===== src/rtl/mat_loader.sv =====
`default_nettype none
// ============================================================================
//  Module      : mat_loader
//  Description : Fetches the B vector and the A rows over Avalon-MM and
//                unpacks each word MSB-first into the B / per-row A FIFOs.
//  Revision    : 1.0 - initial release
// ============================================================================
module mat_loader #(
    parameter int DATA_WIDTH = 8,
    parameter int WORD_W     = 64,
    parameter int ROWS       = 8,
    parameter int B_ADDR     = 0,
    parameter int A_BASE     = 2
) (
    input  logic                  clk,
    input  logic                  rst_n,
    input  logic                  start,
    output logic                  busy,
    output logic                  done,
    output logic [31:0]           avm_address,
    output logic                  avm_read,
    input  logic [WORD_W-1:0]     avm_readdata,
    input  logic                  avm_readdatavalid,
    input  logic                  avm_waitrequest,
    output logic [DATA_WIDTH-1:0] a_data,
    output logic [ROWS-1:0]       a_wrreq,
    input  logic [ROWS-1:0]       a_wrfull,
    output logic [DATA_WIDTH-1:0] b_data,
    output logic                  b_wrreq,
    input  logic                  b_wrfull
);

    localparam int c_ELEMS  = WORD_W / DATA_WIDTH;
    localparam int c_BYTE_W = (c_ELEMS > 1) ? $clog2(c_ELEMS) : 1;
    localparam int c_IDX_W  = $clog2(ROWS + 1);

    localparam logic [2:0] c_IDLE   = 3'd0;
    localparam logic [2:0] c_REQ    = 3'd1;
    localparam logic [2:0] c_RESP   = 3'd2;
    localparam logic [2:0] c_UNPACK = 3'd3;
    localparam logic [2:0] c_FIN    = 3'd4;

    logic [2:0]            r_state;
    logic [2:0]            w_next_state;
    logic [c_IDX_W-1:0]    r_idx;
    logic [c_BYTE_W-1:0]   r_byte;
    logic [WORD_W-1:0]     r_word;
    logic [31:0]           r_addr;
    logic [DATA_WIDTH-1:0] r_a_data;
    logic [DATA_WIDTH-1:0] r_b_data;
    logic [ROWS-1:0]       r_a_wrreq;
    logic                  r_b_wrreq;

    // Bit 0 selects the B FIFO, bit r+1 selects A FIFO r.
    logic [ROWS:0]         w_sel;
    logic                  w_target_full;
    logic                  w_issue;
    logic                  w_last_elem;
    logic                  w_last_word;
    logic [DATA_WIDTH-1:0] w_elem;

    assign w_sel         = (ROWS + 1)'(1) << r_idx;
    assign w_target_full = |({a_wrfull, b_wrfull} & w_sel);
    assign w_issue       = (r_state == c_UNPACK) && !w_target_full;
    assign w_last_elem   = (r_byte == c_BYTE_W'(c_ELEMS - 1));
    assign w_last_word   = (r_idx == c_IDX_W'(ROWS));
    // The word register shifts left per issued element, so the head is always the next one.
    assign w_elem        = r_word[WORD_W-1 -: DATA_WIDTH];

    always_ff @(posedge clk or negedge rst_n) begin
        if (!rst_n) begin
            r_state <= c_IDLE;
        end else begin
            r_state <= w_next_state;
        end
    end

    always_comb begin
        w_next_state = r_state;
        busy         = 1'b0;
        done         = 1'b0;
        avm_read     = 1'b0;
        case (r_state)
            c_IDLE: begin
                if (start) begin
                    w_next_state = c_REQ;
                end
            end
            c_REQ: begin
                busy     = 1'b1;
                avm_read = 1'b1;
                if (!avm_waitrequest) begin
                    w_next_state = c_RESP;
                end
            end
            c_RESP: begin
                busy = 1'b1;
                if (avm_readdatavalid) begin
                    w_next_state = c_UNPACK;
                end
            end
            c_UNPACK: begin
                busy = 1'b1;
                if (w_issue && w_last_elem) begin
                    w_next_state = w_last_word ? c_FIN : c_REQ;
                end
            end
            c_FIN: begin
                done         = 1'b1;
                w_next_state = c_IDLE;
            end
            default: begin
                w_next_state = c_IDLE;
            end
        endcase
    end

    always_ff @(posedge clk or negedge rst_n) begin
        if (!rst_n) begin
            r_idx     <= '0;
            r_byte    <= '0;
            r_word    <= '0;
            r_addr    <= '0;
            r_a_data  <= '0;
            r_b_data  <= '0;
            r_a_wrreq <= '0;
            r_b_wrreq <= 1'b0;
        end else begin
            r_a_wrreq <= '0;
            r_b_wrreq <= 1'b0;
            case (r_state)
                c_IDLE: begin
                    if (start) begin
                        r_idx  <= '0;
                        r_addr <= 32'(B_ADDR);
                    end
                end
                c_RESP: begin
                    if (avm_readdatavalid) begin
                        r_word <= avm_readdata;
                        r_byte <= '0;
                    end
                end
                c_UNPACK: begin
                    if (w_issue) begin
                        if (w_sel[0]) begin
                            r_b_data <= w_elem;
                        end else begin
                            r_a_data <= w_elem;
                        end
                        r_a_wrreq <= w_sel[ROWS:1];
                        r_b_wrreq <= w_sel[0];
                        r_word    <= r_word << DATA_WIDTH;
                        r_byte    <= r_byte + 1'b1;
                        if (w_last_elem && !w_last_word) begin
                            r_idx  <= r_idx + 1'b1;
                            // Next word index is r_idx+1, i.e. A row r_idx.
                            r_addr <= 32'(A_BASE) + 32'(r_idx);
                        end
                    end
                end
                default: begin
                end
            endcase
        end
    end

    assign avm_address = r_addr;
    assign a_data      = r_a_data;
    assign b_data      = r_b_data;
    assign a_wrreq     = r_a_wrreq;
    assign b_wrreq     = r_b_wrreq;

endmodule
`default_nettype wire


===== config.mk =====
export PLATFORM = sky130hd
export DESIGN_NAME = mat_loader
export DESIGN_NICKNAME = d
export VERILOG_FILES = /design/src/rtl/mat_loader.sv
export SDC_FILE = /design/constraint.sdc
export NUM_CORES = 1
export LEC_CHECK = 0
export ABC_AREA = 1
export BUFFER_PORTS_ARGS = -buffer_cell sky130_fd_sc_hd__buf_2
export CAP_MARGIN = 20
export CELL_PAD_IN_SITES_DETAIL_PLACEMENT = 1
export CELL_PAD_IN_SITES_GLOBAL_PLACEMENT = 1
export CORE_ASPECT_RATIO = 0.6
export CORE_MARGIN = 5
export CORE_UTILIZATION = 39
export CTS_BUF_LIST = sky130_fd_sc_hd__clkbuf_2 sky130_fd_sc_hd__clkbuf_4 sky130_fd_sc_hd__clkbuf_8
export CTS_CLUSTER_DIAMETER = 200
export DETAILED_ROUTE_END_ITERATION = 8
export PLACE_DENSITY_LB_ADDON = 0.1
export SETUP_SLACK_MARGIN = 0.1
export SLEW_MARGIN = 20
export SYNTH_ARGS = -nofsm -noshare
export SYNTH_HDL_FRONTEND = slang
export SYNTH_SLANG_ARGS = --single-unit

===== constraint.sdc =====
create_clock -name clk -period 2.36 [get_ports clk]
set_input_delay 0.236 -clock clk [delete_from_list [all_inputs] [get_ports clk]]
set_output_delay 0.236 -clock clk [all_outputs]
set_load 0.005 [all_outputs]

==> impl_metrics.xml <==
<?xml version="1.0" encoding="UTF-8"?>
<metrics>
  <group name="drt">
    <metric name="dr.first_iter.drc_count" unit="">269</metric>
    <metric name="wl_per_cell" unit="um">16.0</metric>
    <metric name="final_antenna_net_count" unit="">0</metric>
    <metric name="vias" unit="">4842</metric>
    <metric name="dr.pass1.iters" unit="">4</metric>
    <metric name="post_drt_via_cell_ratio" unit="">4.85</metric>
    <metric name="finalWirelength" unit="mm">16.0</metric>
    <metric name="drc_errors" unit="">0</metric>
  </group>
  <group name="yosys">
    <metric name="synthCells" unit="">714</metric>
    <metric name="syn-cell-area" unit="sq um">5320</metric>
    <metric name="ys_seq_elements" unit="">104</metric>
    <metric name="ys_warn_count" unit="">0</metric>
    <metric name="proportion_of_synthesized_chip_area_in_sequential_cells" unit="%">48.9</metric>
    <metric name="syn_area_per_cell" unit="sq um">7.45</metric>
    <metric name="synthDistinctLibCells" unit="">24</metric>
  </group>
  <group name="worst_setup_path">
    <metric name="worst_setup_start_kind" unit="">register</metric>
    <metric name="crit-reg2reg-capture" unit="">a_wrreq[2]</metric>
    <metric name="reg2reg_setup_slack" unit="ps">220</metric>
    <metric name="crit_type" unit="">register to register</metric>
    <metric name="required" unit="ps">2650</metric>
    <metric name="endpoint_kind" unit="">register</metric>
    <metric name="crit_arrival" unit="ps">2430</metric>
    <metric name="reg2reg_from" unit="">r_idx[0]</metric>
    <metric name="reg2regPathDepth" unit="">9</metric>
    <metric name="path_max_fanout" unit="">8</metric>
  </group>
  <group name="clocking">
    <metric name="clock_tree_from_tritoncts" unit="">yes</metric>
    <metric name="clk_path_buf_depth" unit="">2</metric>
    <metric name="clk_latency" unit="ps">380</metric>
    <metric name="clock_tree.root_cell" unit="">sky130_fd_sc_hd__clkbuf_8</metric>
    <metric name="clkTransAtPathRegs" unit="ps">110</metric>
    <metric name="htree_num_levels" unit="">3</metric>
    <metric name="tritoncts.num_buffers" unit="">9</metric>
    <metric name="cts_sinks" unit="">104</metric>
  </group>
  <group name="finish">
    <metric name="total_number_of_nets_in_the_final_design" unit="">906</metric>
    <metric name="fillerInstances" unit="">1754</metric>
    <metric name="post_route_cells_drive_above_1_share" unit="%">19.5</metric>
    <metric name="final-seq-area" unit="sq um">2600</metric>
    <metric name="antenna-diode-count" unit="">0</metric>
    <metric name="design_area" unit="sq um">6290</metric>
    <metric name="area_growth" unit="%">18.3</metric>
    <metric name="multi_input_area" unit="sq um">2390</metric>
    <metric name="final_cells" unit="">999</metric>
  </group>
  <group name="timing">
    <metric name="finalWorstSetupSlack" unit="ps">224</metric>
    <metric name="fmax" unit="MHz">468</metric>
    <metric name="timing.slew.headroom" unit="%">56.1</metric>
    <metric name="final.min_clock_period" unit="ps">2140</metric>
    <metric name="clock_skew" unit="ps">12.4</metric>
    <metric name="finalSetupTns" unit="ps">0</metric>
    <metric name="final.period_utilization" unit="%">90.5</metric>
    <metric name="measured_slew_at_the_worst_slew_check_pin" unit="ps">659</metric>
    <metric name="setup_viol" unit="">0</metric>
    <metric name="unrepaired_setup_endpoints_after_global_routing" unit="">no</metric>
    <metric name="timing.final.max_slew_violations" unit="">0</metric>
    <metric name="final-hold-violation-count" unit="">0</metric>
  </group>
  <group name="placement">
    <metric name="placement.setup.worst_slack" unit="ps">126</metric>
    <metric name="gp_congestion" unit="">0.852</metric>
    <metric name="post-dp-hpwl" unit="mm">11.4</metric>
    <metric name="placement.cell_area" unit="sq um">6010</metric>
    <metric name="numPlacedInstances" unit="">980</metric>
    <metric name="buffer_ports.inserted" unit="">110</metric>
  </group>
  <group name="floorplanning">
    <metric name="die_area" unit="sq um">16200</metric>
    <metric name="start_util" unit="%">39.4</metric>
    <metric name="die-height" unit="um">100</metric>
    <metric name="io-pin-count" unit="">138</metric>
    <metric name="die_w" unit="um">161</metric>
    <metric name="floorplan.rows" unit="">33</metric>
    <metric name="placeableCoreArea" unit="sq um">13500</metric>
  </group>
  <group name="global_route">
    <metric name="number_of_global_route_vias_before_repair" unit="">5222</metric>
    <metric name="antenna_found_initial" unit="">0</metric>
    <metric name="overflow" unit="">0</metric>
    <metric name="global_route.usage.total" unit="%">19.7</metric>
    <metric name="grt_first_pass_wirelength" unit="mm">26.1</metric>
    <metric name="grt_start_max_net_pins" unit="">68</metric>
  </group>
  <group name="power_and_ir_drop">
    <metric name="vdd_drop_max" unit="mV">0.412</metric>
    <metric name="total_leakage_power" unit="nW">3.68</metric>
    <metric name="power_density" unit="nW/um^2">1160</metric>
  </group>
  <group name="worst_hold_path">
    <metric name="worst_hold_path_type" unit="">input pin to register</metric>
    <metric name="min-delay-start" unit="">avm_readdata[2]</metric>
    <metric name="number_of_instances_on_the_worst_hold_path" unit="">3</metric>
    <metric name="whs_endpoint" unit="">r_word[2]</metric>
  </group>
  <group name="outcome">
    <metric name="run_status" unit="">finished, final reports clean</metric>
  </group>
  <group name="run">
    <metric name="timing.max_cap.violations" unit="">0</metric>
  </group>
</metrics>
cell usage in the layout (no fill, tap or decap), types with 2 or more instances in the layout:
cell type | Yosys | layout
sky130_fd_sc_hd__buf_12 | 0 | 5
sky130_fd_sc_hd__nor3_1 | 3 | 3
sky130_fd_sc_hd__nor2_1 | 15 | 15
sky130_fd_sc_hd__dfrtp_1 | 104 | 103
sky130_fd_sc_hd__buf_4 | 28 | 14
sky130_fd_sc_hd__ha_1 | 9 | 9
sky130_fd_sc_hd__conb_1 | 1 | 27
sky130_fd_sc_hd__clkinvlp_4 | 0 | 3
sky130_fd_sc_hd__nor2_4 | 2 | 2
sky130_fd_sc_hd__bufinv_16 | 0 | 2
sky130_fd_sc_hd__xor2_1 | 2 | 2
sky130_fd_sc_hd__nand2_2 | 2 | 2
sky130_fd_sc_hd__nand2_1 | 384 | 383
sky130_fd_sc_hd__clkbuf_8 | 0 | 9
sky130_fd_sc_hd__inv_2 | 3 | 3
sky130_fd_sc_hd__buf_2 | 13 | 109
sky130_fd_sc_hd__nand4_1 | 8 | 8
sky130_fd_sc_hd__inv_1 | 12 | 12
sky130_fd_sc_hd__nor2_2 | 3 | 3
sky130_fd_sc_hd__nand3_1 | 96 | 96
worst max-delay path by stage:
stage / from / endpoint / cells past startpoint
6_report: r_idx[0] / a_wrreq[2] / 9
5_1_grt: r_idx[0] / avm_address[0] / 11
4_1_cts: r_idx[0] / r_idx[3] / 11
3_5_place_dp: r_idx[0] / avm_address[1] / 11
3_3_place_gp: r_idx[0] / r_idx[1] / 11
2_1_floorplan: r_idx[0] / r_word[56] / 12
area by class of cell:
type,instances,share of cell area [%]
Inverter,16,0.954
Multi-Input combinational cell,557,37.9
Clock buffer,9,1.97
Timing Repair Buffer,131,12.7
Tap cell,175,3.48
Sequential cell,104,41.4
Clock inverter,7,1.63
logic make-up after synthesis:
family / synth area share [%]
simple gates: 39.7
buf+inv: 8.42
fa+ha+maj: 2.12
compound gates: 0.517
xor+xnor: 0.329
other cells: 0.0705
flops: 48.9
state kept, by name, indices dropped and copies added (netlist names):
name,count
a_data,8
b_data,8
avm_address,5
b_wrreq,1
r_state,3
r_word,64
a_wrreq,8
r_byte,3
r_idx,4
report_power, final:
group | switching, W | internal, W | leakage, nW
logic | 0.00205 | 0.00106 | 2.24
clock network | 0.000672 | 0.000609 | 0.104
registers | 0.000444 | 0.00247 | 1.34
through the flow:
stage                     util (%)  hold slack [ps]  total power, W
after floorplan                  -            -59.6         0.00495
after global placement        44.5              304         0.00584
after detailed placement      44.5              311         0.00599
after CTS                     46.3             38.9         0.00730
after global routing          46.6             46.2         0.00795
final                         46.6             59.2         0.00731
critical path: stages, from the launching register on:
cell and delay, ps:
sky130_fd_sc_hd__dfrtp_2 470, sky130_fd_sc_hd__ha_1 240, sky130_fd_sc_hd__ha_1 210, sky130_fd_sc_hd__nand3_1 90, sky130_fd_sc_hd__nand3_1 100, sky130_fd_sc_hd__nor2_2 130
sky130_fd_sc_hd__nand2_1 150, sky130_fd_sc_hd__nor2_4 280, sky130_fd_sc_hd__inv_1 210, sky130_fd_sc_hd__nor2_1 190
Yosys cell counts:
cell type / instances / area share (%)
sky130_fd_sc_hd__nand2_1: 384 / 27
sky130_fd_sc_hd__dfrtp_1: 104 / 49
sky130_fd_sc_hd__nand3_1: 96 / 9.0
sky130_fd_sc_hd__buf_4: 28 / 3.9
sky130_fd_sc_hd__clkbuf_1: 18 / 1.3
sky130_fd_sc_hd__nor2_1: 15 / 1.1
sky130_fd_sc_hd__buf_2: 13 / 1.2
sky130_fd_sc_hd__inv_1: 12 / 0.85
sky130_fd_sc_hd__ha_1: 9 / 2.1
sky130_fd_sc_hd__nand4_1: 8 / 0.94
sky130_fd_sc_hd__buf_6: 4 / 0.85
sky130_fd_sc_hd__inv_2: 3 / 0.21
sky130_fd_sc_hd__nor2_2: 3 / 0.35
sky130_fd_sc_hd__nor3_1: 3 / 0.28
sky130_fd_sc_hd__a21oi_1: 2 / 0.19
sky130_fd_sc_hd__nand2_2: 2 / 0.24
sky130_fd_sc_hd__nor2_4: 2 / 0.42
sky130_fd_sc_hd__xor2_1: 2 / 0.33
sky130_fd_sc_hd__a21boi_2: 1 / 0.21
sky130_fd_sc_hd__clkinv_1: 1 / 0.070
sky130_fd_sc_hd__conb_1: 1 / 0.070
sky130_fd_sc_hd__nor3b_1: 1 / 0.14
sky130_fd_sc_hd__o22ai_1: 1 / 0.12
sky130_fd_sc_hd__or2_2: 1 / 0.12
timing repair:
action,in CTS,in global routing
endpoints found under the setup margin,0,69
hold buffers,1,0
gates resized for setup,0,4
endpoints found under the hold margin,45,0
setup buffers,0,1
metal layers:
metal / vias up / wire [um] / track usage, %
li1: 2386 / - / -
met1: 2335 / 7840 / 28.0
met2: 112 / 7160 / 31.7
met3: 9 / 857 / 4.37
met4: 0 / 118 / 3.67
met5: - / 0 / 0
No activity file was read; power rests on OpenSTA's default activity.
